### config.mk
export PLATFORM = sky130hd
export DESIGN_NAME = bus_dma_host
export DESIGN_NICKNAME = d
export VERILOG_FILES = /design/src/rtl/bus_dma_host_pkg.sv /design/src/rtl/bus_dma_host_beat_timer.sv /design/src/rtl/bus_dma_host.sv
export SDC_FILE = /design/constraint.sdc
export NUM_CORES = 1
export LEC_CHECK = 0
export CAP_MARGIN = 20
export CORE_MARGIN = 2
export CORE_UTILIZATION = 57
export CTS_CLUSTER_SIZE = 30
export DETAILED_ROUTE_END_ITERATION = 7
export PLACE_DENSITY = 0.93
export SLEW_MARGIN = 20
export SYNTH_ARGS = -nofsm -noshare
export SYNTH_HDL_FRONTEND = slang
export SYNTH_HIERARCHICAL = 1
export SYNTH_SLANG_ARGS = --single-unit
### constraint.sdc
create_clock -name clk -period 8.1 [get_ports clk]
set_input_delay 2.43 -clock clk [delete_from_list [all_inputs] [get_ports clk]]
set_output_delay 2.43 -clock clk [all_outputs]
set_load 0.01 [all_outputs]
### src/rtl/bus_dma_host_pkg.sv
// Shared bus definitions for host-side (initiator) masters on the SoC
// pipelined bus: width constants, the DMA sequencer state type, and a
// struct bundling every host-side output so other masters can reuse it.
package bus_dma_host_pkg;

    localparam int ADDR_W = 32;
    localparam int DATA_W = 32;
    localparam int MASK_W = 4;

    typedef enum logic [2:0] {
        IDLE,
        RD_REQ,
        RD_GAP,
        WR_REQ,
        WR_GAP,
        FINISH
    } dma_state_t;

    typedef struct packed {
        logic [ADDR_W-1:0] address;
        logic [DATA_W-1:0] data_write;
        logic [MASK_W-1:0] write_mask;
        logic              wen;
        logic              ren;
    } host_req_t;

    function automatic logic [ADDR_W-1:0] word_align(input logic [ADDR_W-1:0] addr);
        return addr & ~ADDR_W'(3);
    endfunction

    function automatic host_req_t read_beat(input logic [ADDR_W-1:0] addr);
        host_req_t r;
        r         = '0;
        r.address = addr;
        r.ren     = 1'b1;
        return r;
    endfunction

    function automatic host_req_t write_beat(input logic [ADDR_W-1:0] addr,
                                             input logic [DATA_W-1:0] data);
        host_req_t r;
        r            = '0;
        r.address    = addr;
        r.data_write = data;
        r.write_mask = '1;
        r.wen        = 1'b1;
        return r;
    endfunction

endpackage

### src/rtl/bus_dma_host_beat_timer.sv
// bus_beat_timer: per-beat wait counter for a bus request.
//   clk, rst_n : clock, asynchronous active-low reset
//   clear      : zero the count (held while no request is outstanding)
//   enable     : a request is outstanding this cycle
//   expired    : this is the last cycle the request may wait; if ready does
//                not arrive now, the request has been up TIMEOUT_CYCLES cycles
module bus_beat_timer
    import bus_dma_host_pkg::*;
#(
    parameter int TIMEOUT_CYCLES = 255
) (
    input  logic clk,
    input  logic rst_n,
    input  logic clear,
    input  logic enable,
    output logic expired
);

    localparam int CNT_W = (TIMEOUT_CYCLES > 1) ? $clog2(TIMEOUT_CYCLES) : 1;
    localparam logic [CNT_W-1:0] LAST = CNT_W'(TIMEOUT_CYCLES - 1);

    logic [CNT_W-1:0] count;

    // count == k during the (k+1)-th cycle of the request
    assign expired = enable && (count == LAST);

    always_ff @(posedge clk or negedge rst_n) begin
        if (!rst_n) begin
            count <= '0;
        end else if (clear) begin
            count <= '0;
        end else if (enable && !expired) begin
            count <= count + CNT_W'(1);
        end
    end

endmodule

### src/rtl/bus_dma_host.sv
// bus_dma_host: word-granular copy/fill engine acting as a bus initiator.
//   start/mode/src_addr/dst_addr/len_words/fill_value : command, latched on
//       an accepted start (IDLE only); address bits [1:0] are dropped
//   abort      : finish at the next write-beat boundary
//   busy/done/error/words_done : status; error is sticky until next start
//   host_*     : host-side bus request, held until host_ready, then one
//                idle cycle before the next request
module bus_dma_host
    import bus_dma_host_pkg::*;
#(
    parameter int TIMEOUT_CYCLES = 255,
    parameter int LEN_W          = 16
) (
    input  logic              clk,
    input  logic              rst_n,
    input  logic              start,
    input  logic              mode,
    input  logic [ADDR_W-1:0] src_addr,
    input  logic [ADDR_W-1:0] dst_addr,
    input  logic [LEN_W-1:0]  len_words,
    input  logic [DATA_W-1:0] fill_value,
    input  logic              abort,
    output logic              busy,
    output logic              done,
    output logic              error,
    output logic [LEN_W-1:0]  words_done,
    output logic [ADDR_W-1:0] host_address,
    output logic [DATA_W-1:0] host_data_write,
    output logic [MASK_W-1:0] host_write_mask,
    output logic              host_wen,
    output logic              host_ren,
    input  logic [DATA_W-1:0] host_data_read,
    input  logic              host_ready
);

    dma_state_t        state;
    host_req_t         host;
    logic [ADDR_W-1:0] src_ptr;
    logic [ADDR_W-1:0] dst_ptr;
    logic [DATA_W-1:0] fill_q;
    logic [DATA_W-1:0] rdata_q;
    logic [LEN_W-1:0]  remaining;
    logic              fill_mode;
    logic              abort_seen;
    logic              req_active;
    logic              beat_expired;

    assign host_address    = host.address;
    assign host_data_write = host.data_write;
    assign host_write_mask = host.write_mask;
    assign host_wen        = host.wen;
    assign host_ren        = host.ren;

    // Requests are only ever raised from an idle/gap cycle, so holding the
    // timer clear whenever no request is up restarts it on every beat.
    assign req_active = host.ren | host.wen;

    bus_beat_timer #(.TIMEOUT_CYCLES(TIMEOUT_CYCLES)) u_timer (
        .clk    (clk),
        .rst_n  (rst_n),
        .clear  (!req_active),
        .enable (req_active),
        .expired(beat_expired)
    );

    always_ff @(posedge clk or negedge rst_n) begin
        if (!rst_n) begin
            state      <= IDLE;
            host       <= '0;
            busy       <= 1'b0;
            done       <= 1'b0;
            error      <= 1'b0;
            words_done <= '0;
            src_ptr    <= '0;
            dst_ptr    <= '0;
            fill_q     <= '0;
            rdata_q    <= '0;
            remaining  <= '0;
            fill_mode  <= 1'b0;
            abort_seen <= 1'b0;
        end else begin
            done <= 1'b0;
            if (state != IDLE && abort) abort_seen <= 1'b1;

            case (state)
                IDLE: begin
                    if (start) begin
                        busy       <= 1'b1;
                        error      <= 1'b0;
                        words_done <= '0;
                        abort_seen <= 1'b0;
                        src_ptr    <= word_align(src_addr);
                        dst_ptr    <= word_align(dst_addr);
                        fill_q     <= fill_value;
                        fill_mode  <= mode;
                        remaining  <= len_words;
                        if (len_words == '0) begin
                            state <= FINISH;
                        end else if (mode) begin
                            host  <= write_beat(word_align(dst_addr), fill_value);
                            state <= WR_REQ;
                        end else begin
                            host  <= read_beat(word_align(src_addr));
                            state <= RD_REQ;
                        end
                    end
                end

                RD_REQ: begin
                    if (host_ready) begin
                        rdata_q <= host_data_read;
                        host    <= '0;
                        state   <= RD_GAP;
                    end else if (beat_expired) begin
                        host  <= '0;
                        error <= 1'b1;
                        state <= FINISH;
                    end
                end

                RD_GAP: begin
                    host  <= write_beat(dst_ptr, rdata_q);
                    state <= WR_REQ;
                end

                WR_REQ: begin
                    if (host_ready) begin
                        host       <= '0;
                        words_done <= words_done + LEN_W'(1);
                        remaining  <= remaining - LEN_W'(1);
                        src_ptr    <= src_ptr + ADDR_W'(4);
                        dst_ptr    <= dst_ptr + ADDR_W'(4);
                        state      <= WR_GAP;
                    end else if (beat_expired) begin
                        host  <= '0;
                        error <= 1'b1;
                        state <= FINISH;
                    end
                end

                WR_GAP: begin
                    // abort arriving in this very cycle also stops here
                    if (remaining == '0 || abort_seen || abort) begin
                        state <= FINISH;
                    end else if (fill_mode) begin
                        host  <= write_beat(dst_ptr, fill_q);
                        state <= WR_REQ;
                    end else begin
                        host  <= read_beat(src_ptr);
                        state <= RD_REQ;
                    end
                end

                FINISH: begin
                    // busy falls in the same cycle done is shown, so a start
                    // seen alongside done is never dropped as "while busy"
                    done  <= 1'b1;
                    busy  <= 1'b0;
                    state <= IDLE;
                end

                default: state <= IDLE;
            endcase
        end
    end

endmodule
==> qor_table.md, run 1 <==
| Result | This run |
| --- | --- |
| Run status | completed |
| Wire length reported by the detailed router | 40200 µm |
| Hpwl dp | 25000 µm |
| Gp weighted congestion | 0.945 |
| CTS hold repair buffers | 0 |
| Count of state elements after synthesis | 237 |
| VDD IR-drop max | 0.259 mV |
| Share of the core filled with cells | 0.723 |
| Number of rows in the core area | 55 |
| Static Leak | 0.00673 µW |
| Area grow syn2layout | 25.9% |
| ANT nets after route | 0 |
| RSZ-0062 raised after global routing | false |
| Area leader, netlist | sky130_fd_sc_hd__dfrtp_1 |
| Clock Tree Root | sky130_fd_sc_hd__clkbuf_16 |
| Sequential share of the synthesized area | 0.460 |
| FILL cells | 1477 |
| Total GRT Usage | 0.328 |
| Max-cap viol count | 0 |
| Synth Instances | 1358 |
| Routed wire per std cell | 22.0 µm |
| Critical Path End Type | flip-flop |
| Worst hold-check path type | flip-flop to flip-flop |
| Number of global-route vias before repair | 12000 |
| Count of port buffers added during placement | 234 |
| Most common flop cell mapped by yosys | sky130_fd_sc_hd__dfrtp_1 |
| # resized after CTS | 0 |
| Height of the chip | 154 µm |
| Ratio of cells with drive above 1 in the final layout | 0.112 |
| WP data required | 8.51 ns |
| Distinct cell type count after synthesis | 71 |
| Setup Skew | 0.0154 ns |
| Io pins | 239 |
| Maximum fanout along the worst path | 49 |
| Cell with the most instances after synthesis | sky130_fd_sc_hd__dfrtp_1 |
| Type of the worst setup path | primary input to flip-flop |
| Worst skew pair latency | 0.54 ns |
| Via total after detailed routing | 12300 |
| Leading post-synthesis cells by instance count | sky130_fd_sc_hd__dfrtp_1, sky130_fd_sc_hd__nand2_1, sky130_fd_sc_hd__a21oi_1 |
| Register clock-pin slew on the reported worst setup and hold paths | 0.06 ns |
| Number of warning messages in the yosys log | 6 |
| Post-synth EDFFs | 0 |
| Final count of hold timing violations | 0 |
| Maximum number of pins on one net before global-route repair | 123 |
| Endpoint arrival time on the critical path | 5.52 ns |
| Number of search-and-repair iterations in the first detailed-routing pass | 8 |
| Cts bufs inserted | 26 |
| Maximum operating frequency | 196 MHz |
| Number of clock sinks | 237 |
| Fraction of synthesized cell area taken by the top area cell type | 0.460 |
| Initial antenna violation count | 5 |
| Post-synthesis async set-or-reset flop share | 1.00 |
| Number of DRC violations after detailed-routing iteration 0 | 1619 |
| Min cycle time layout | 5.11 ns |
| Critical path startpoint category | primary input |
| Number of H-tree levels | 1 |
| Global-route wire length before repair | 63300 µm |
| Measured slew at the worst slew-check pin | 1.08 ns |
| CTS tree | done |
| Share of the clock period used by the worst path | 0.631 |
| Mean area per synthesized cell | 9.48 µm² |
| Post-route DRC violation count | 0 |
| Detailed-route vias per instance | 6.70 |
| Synthesized area | 12900 µm² |
| Post-CTS Setup Repair Bufs | 0 |
| Die ar. | 23800 µm² |
| Ranking of synthesized cells by area | sky130_fd_sc_hd__dfrtp_1, sky130_fd_sc_hd__mux2_2, sky130_fd_sc_hd__nand2_1 |
| Synth Net Count | 1514 |
| Power density over the cells | 387 nW/µm² |
| Area of the placeable core | 22400 µm² |
| Slew Limit Fails | 0 |
| Starting utilization of the core area | 0.574 |
| Clk buf depth | 3 |
| Count of nets after finishing | 1679 |
| Final-report setup violation count | 0 |
| GRT Residual Overflow | 0 |
| Horiz. Die Dim | 154 µm |
| Headroom to the max-slew limit | 0.279 |
| Sum of negative setup slack | 0 ns |
sequential cells by signal, summed over array words and instances (netlist names), 3 cells and up:
name / flops
host_address: 31
state: 3
words_done: 16
fill_q: 32
rdata_q: 32
dst_ptr: 30
u_timer/count: 8
src_ptr: 30
remaining: 16
host_data_write: 32
routing by layer:
layer / global-route usage / part of all wire / vias up / wire [µm]
li1: - / - / 5332 / -
met1: 0.420 / 0.37 / 5859 / 14800
met2: 0.534 / 0.47 / 876 / 18900
met3: 0.0852 / 0.11 / 177 / 4480
met4: 0.134 / 0.048 / 8 / 1910
met5: 0 / 0.0014 / - / 55
logic make-up (layout without fill, tap and decap cells):
family | Yosys count | after routing | share of synthesized area
AND/OR/NAND/NOR | 463 | 463 | 0.170
AO/OA/AOI/OAI | 352 | 352 | 0.192
flip-flops | 237 | 237 | 0.460
buffers and inverters | 165 | 349 | 0.0539
multiplexers | 123 | 123 | 0.109
XOR/XNOR | 12 | 12 | 0.00816
adder cells (fa/ha/maj) | 6 | 6 | 0.00583
other | 0 | 1 | 0
metrics by stage:
stage / std cells / cell area (µm²) / setup slack (ns) / hold WS, ns / total power (µW)
2_1_floorplan: 1358 / 12900 / 4.06 / 0.446 / 3980
3_3_place_gp: 1780 / 15300 / 2.57 / 0.458 / 4740
3_5_place_dp: 1780 / 15300 / 2.55 / 0.464 / 4880
4_1_cts: 1827 / 16200 / 3.07 / 0.479 / 6210
5_1_grt: 1828 / 16200 / 2.95 / 0.505 / 6590
6_report: 1828 / 16200 / 2.99 / 0.479 / 6280
worst max-delay path, stage by stage:
cell                              delay [ns]
sky130_fd_sc_hd__clkdlybuf4s50_1        0.45
sky130_fd_sc_hd__nor4_1                 0.45
sky130_fd_sc_hd__nand4_1                0.36
sky130_fd_sc_hd__o31ai_1                0.53
sky130_fd_sc_hd__o21ai_4                0.32
sky130_fd_sc_hd__buf_4                  0.46
sky130_fd_sc_hd__mux2_4                 0.43
cell usage in the layout (no fill, tap or decap), drive strengths merged, types with 18 or more instances in the layout:
master,Yosys,layout
nor3,35,35
buf,25,18
mux2i,35,35
a22oi,27,27
a21oi,93,93
clkdlybuf4s50,0,233
dfrtp,237,237
inv,51,52
o22ai,23,23
o21ai,67,67
a222oi,32,32
nor4,18,18
nand2,190,190
a221o,30,30
nand3,42,42
mux2,88,88
and3,19,19
clkbuf,88,40
nor2,83,83
final timing paths:
path,start,endpoint,slack [ns],cells past startpoint
max in group asynchronous,rst_n,host_address[21],4.75,2
min in group asynchronous,rst_n,remaining[1],1.93,1
min reg2reg,fill_q[11],fill_q[11],0.48,2
max reg2reg,u_timer/count[0],host_write_mask[2],4.61,10
min,fill_q[11],fill_q[11],0.48,2
max,len_words[8],host_address[24],2.99,7
layout make-up:
class                           count  area, µm²  share of cell area
Tap cell                          285        357              0.0220
Antenna cell                        1       2.50            0.000154
Timing Repair Buffer              251       2470               0.153
Sequential cell                   237       5930               0.366
Clock buffer                       40        813              0.0501
Multi-Input combinational cell    956       6320               0.390
Clock inverter                      7        128             0.00787
Inverter                           51        191              0.0118
power breakdown:
part / switching, µW / internal, µW
clock: 496 / 786
sequential: 498 / 1680
combinational: 1500 / 1310
(Power assumes the default switching activity.)
==> run 2, diff against run 1 <==
- CORE_UTILIZATION: 57 -> 48
- PLACE_DENSITY: 0.93 -> 0.84
- clock period: 8.1 -> 4.5 ns (I/O delays scaled with it)
==> run 2 against run 1 <==
Clock power increased by 86%. Combinational power increased by 77%. Sequential power up 82%. Power up 80%. Count of clock-buffer cells in the layout fell by 1. Clock skew decreased by 0.0037 ns. Utilization decreased by 9.6 points. Cell count grew 3.3%. Hold slack got worse by 0.0037 ns. Sequential cell count unchanged. Non-clock buffer count increased by 9. Largest cell class unchanged.
==> qor_table.md, run 2 (same netlist as run 1, synthesis figures left out) <==
| Result | This run |
| --- | --- |
| Flop2flop setup slack | 1.43 ns |
| Switching Power | 4430 µW |
| Share of the clock period used by the worst path | 0.767 |
| WP data required | 4.93 ns |
| Cts bufs inserted | 27 |
| Routed met2 length | 18000 µm |
| Worst hold-check path type | flip-flop to flip-flop |
| Ratio of cells with drive above 1 in the final layout | 0.120 |
| Count of port buffers added during placement | 234 |
| CTS hold repair buffers | 0 |
| CTS tree | done |
| Maximum fanout along the worst path | 54 |
| Worst hold path cell count | 2 |
| Routed wire per std cell | 20.6 µm |
| Min cycle time layout | 3.45 ns |
| Clock Tree Root | sky130_fd_sc_hd__clkbuf_16 |
| Detailed-route vias per instance | 6.32 |
| Wire length reported by the detailed router | 39000 µm |
| Cell family with the largest share of critical-path delay | simple AND/OR/NAND/NOR gates |
| Final-report setup violation count | 0 |
| # resized after CTS | 0 |
| Fraction of power spent switching nets | 0.391 |
| Height of the chip | 168 µm |
| Type of the worst setup path | primary input to flip-flop |
| Hpwl dp | 25800 µm |
| Worst r2r src | state[0] |
| Wire length on met3 | 4080 µm |
| Max layer used | met5 |
| End point of the worst hold path | fill_q[8] |
| Headroom to the max-slew limit | 0.210 |
| Clk buf depth | 3 |
| Critical Path End Type | flip-flop |
| Total GRT Usage | 0.272 |
| Post-route DRC violation count | 0 |
| Worst hold slack | 0.475 ns |
| Number of clock sinks | 237 |
| Slew Limit Fails | 0 |
| Final count of hold timing violations | 0 |
| Starting utilization of the core area | 0.491 |
| Number of non-filler instances in the completed layout | 1889 |
| Number of buffer and inverter instances along the worst setup path | 2 |
| Worst reg2reg path depth | 6 |
| GRT Residual Overflow | 0 |
| Number of global-route vias before repair | 11700 |
| Power density over the cells | 690 nW/µm² |
| Static Leak | 0.00679 µW |
| Io pins | 239 |
| Register clock-pin slew on the reported worst setup and hold paths | 0.06 ns |
| Commonest non-fill, non-tap cell in the layout | sky130_fd_sc_hd__dfrtp_1 |
| Horiz. Die Dim | 168 µm |
| Endpoint arrival time on the critical path | 3.88 ns |
| Number of H-tree levels | 1 |
| Maximum number of pins on one net before global-route repair | 78 |
| Cells along the critical path | clkdlybuf4s50_1, nor4_1, nand4_1, o31ai_1, o21ai_4, buf_12, mux2_4 |
| Instance count after placement with tap cells included | 1839 |
| Critical path startpoint category | primary input |
| Via total after detailed routing | 11900 |
| ANT nets after route | 0 |
| Cell-internal power | 6890 µW |
| Top library cells by usage in the layout, fill and taps aside | sky130_fd_sc_hd__dfrtp_1, sky130_fd_sc_hd__clkdlybuf4s50_1, sky130_fd_sc_hd__nand2_1 |
| Global-route wire length before repair | 62200 µm |
| Die ar. | 28200 µm² |
| Proportion of power drawn by combinational gates | 0.440 |
| Measured slew at the worst slew-check pin | 1.18 ns |
| Fraction of power consumed by the clock network | 0.210 |
| Initial antenna violation count | 3 |
| R2r endpoint | host_address[21] |
| Maximum operating frequency | 290 MHz |
| Worst skew pair latency | 0.55 ns |
| Gp weighted congestion | 0.926 |
| Number of DRC violations after detailed-routing iteration 0 | 1517 |
| RSZ-0062 raised after global routing | false |
| Proportion of power drawn by flip-flops and latches | 0.350 |
| Area of the placeable core | 26200 µm² |
| Sum of negative setup slack | 0 ns |
| Delay of the slowest cell on the worst path | 0.53 ns |
| VDD IR-drop max | 0.419 mV |
| Max-cap viol count | 0 |
| Run status | completed |
| Detailed-routing wirelength on met1 | 15600 µm |
| Worst hold path startpoint | fill_q[8] |
| Area grow syn2layout | 27.5% |
| Setup Skew | 0.0117 ns |
| Slowest library cell on the worst path | sky130_fd_sc_hd__o31ai_1 |
| Number of search-and-repair iterations in the first detailed-routing pass | 6 |
| Number of rows in the core area | 59 |
| Post-CTS Setup Repair Bufs | 0 |
| Count of nets after finishing | 1689 |
-- run 2: worst max path at each step --
stage / start / cells past startpoint / slack (ns) / to
after global placement: len_words[8] / 7 / 0.64 / host_address[14]
after global routing: len_words[8] / 7 / 1.02 / host_address[11]
after CTS: len_words[8] / 7 / 1.07 / host_address[16]
after detailed placement: len_words[8] / 7 / 0.52 / host_address[20]
final: len_words[8] / 7 / 1.05 / host_address[12]
after floorplan: start / 6 / 1.54 / src_ptr[24]
-- run 2: layout make-up --
| type | instances | area, µm² |
|---|---|---|
| fill | 2026 | 9780 |
| multi-input combinational | 956 | 6310 |
| sequential | 237 | 5930 |
| timing repair buffer | 260 | 2590 |
| clock buffer | 39 | 831 |
| tap | 335 | 419 |
| inverter | 51 | 191 |
| clock inverter | 10 | 143 |
| antenna | 1 | 2.50 |
-- run 2: metal layers --
metal / GRT usage / vias to the layer above
met2: 0.432 / 687
met3: 0.0710 / 112
met1: 0.360 / 5781
met5: 0 / -
met4: 0.104 / 2
li1: - / 5350
-- run 2: metrics by stage --
stage / cell area, µm² / utilization / total power (µW) / setup WS, ns
after floorplan: 12900 / - / 7160 / 1.54
after global routing: 16400 / 0.627 / 12000 / 1.02
after CTS: 16400 / 0.627 / 11300 / 1.07
final: 16400 / 0.627 / 11300 / 1.05
after detailed placement: 15400 / 0.589 / 8860 / 0.525
after global placement: 15400 / 0.589 / 8630 / 0.639
-- run 2: power by group through the flow --
stage | combinational [µW] | sequential (µW) | clock, µW
2_1_floorplan | 3480 | 3680 | 0
4_1_cts | 4940 | 3930 | 2390
6_report | 4980 | 3970 | 2380
5_1_grt | 5420 | 4080 | 2480
3_5_place_dp | 4920 | 3950 | 0
3_3_place_gp | 4740 | 3900 | 0
-- run 2: worst reg2reg max path, stage by stage, from the launching register on --
cell                      delay (ns)
sky130_fd_sc_hd__dfrtp_1        1.05
sky130_fd_sc_hd__nor2_1         0.29
sky130_fd_sc_hd__xnor2_1        0.27
sky130_fd_sc_hd__nor2_2         0.61
sky130_fd_sc_hd__buf_4          0.39
sky130_fd_sc_hd__a221o_1        0.25
sky130_fd_sc_hd__mux2_4         0.15
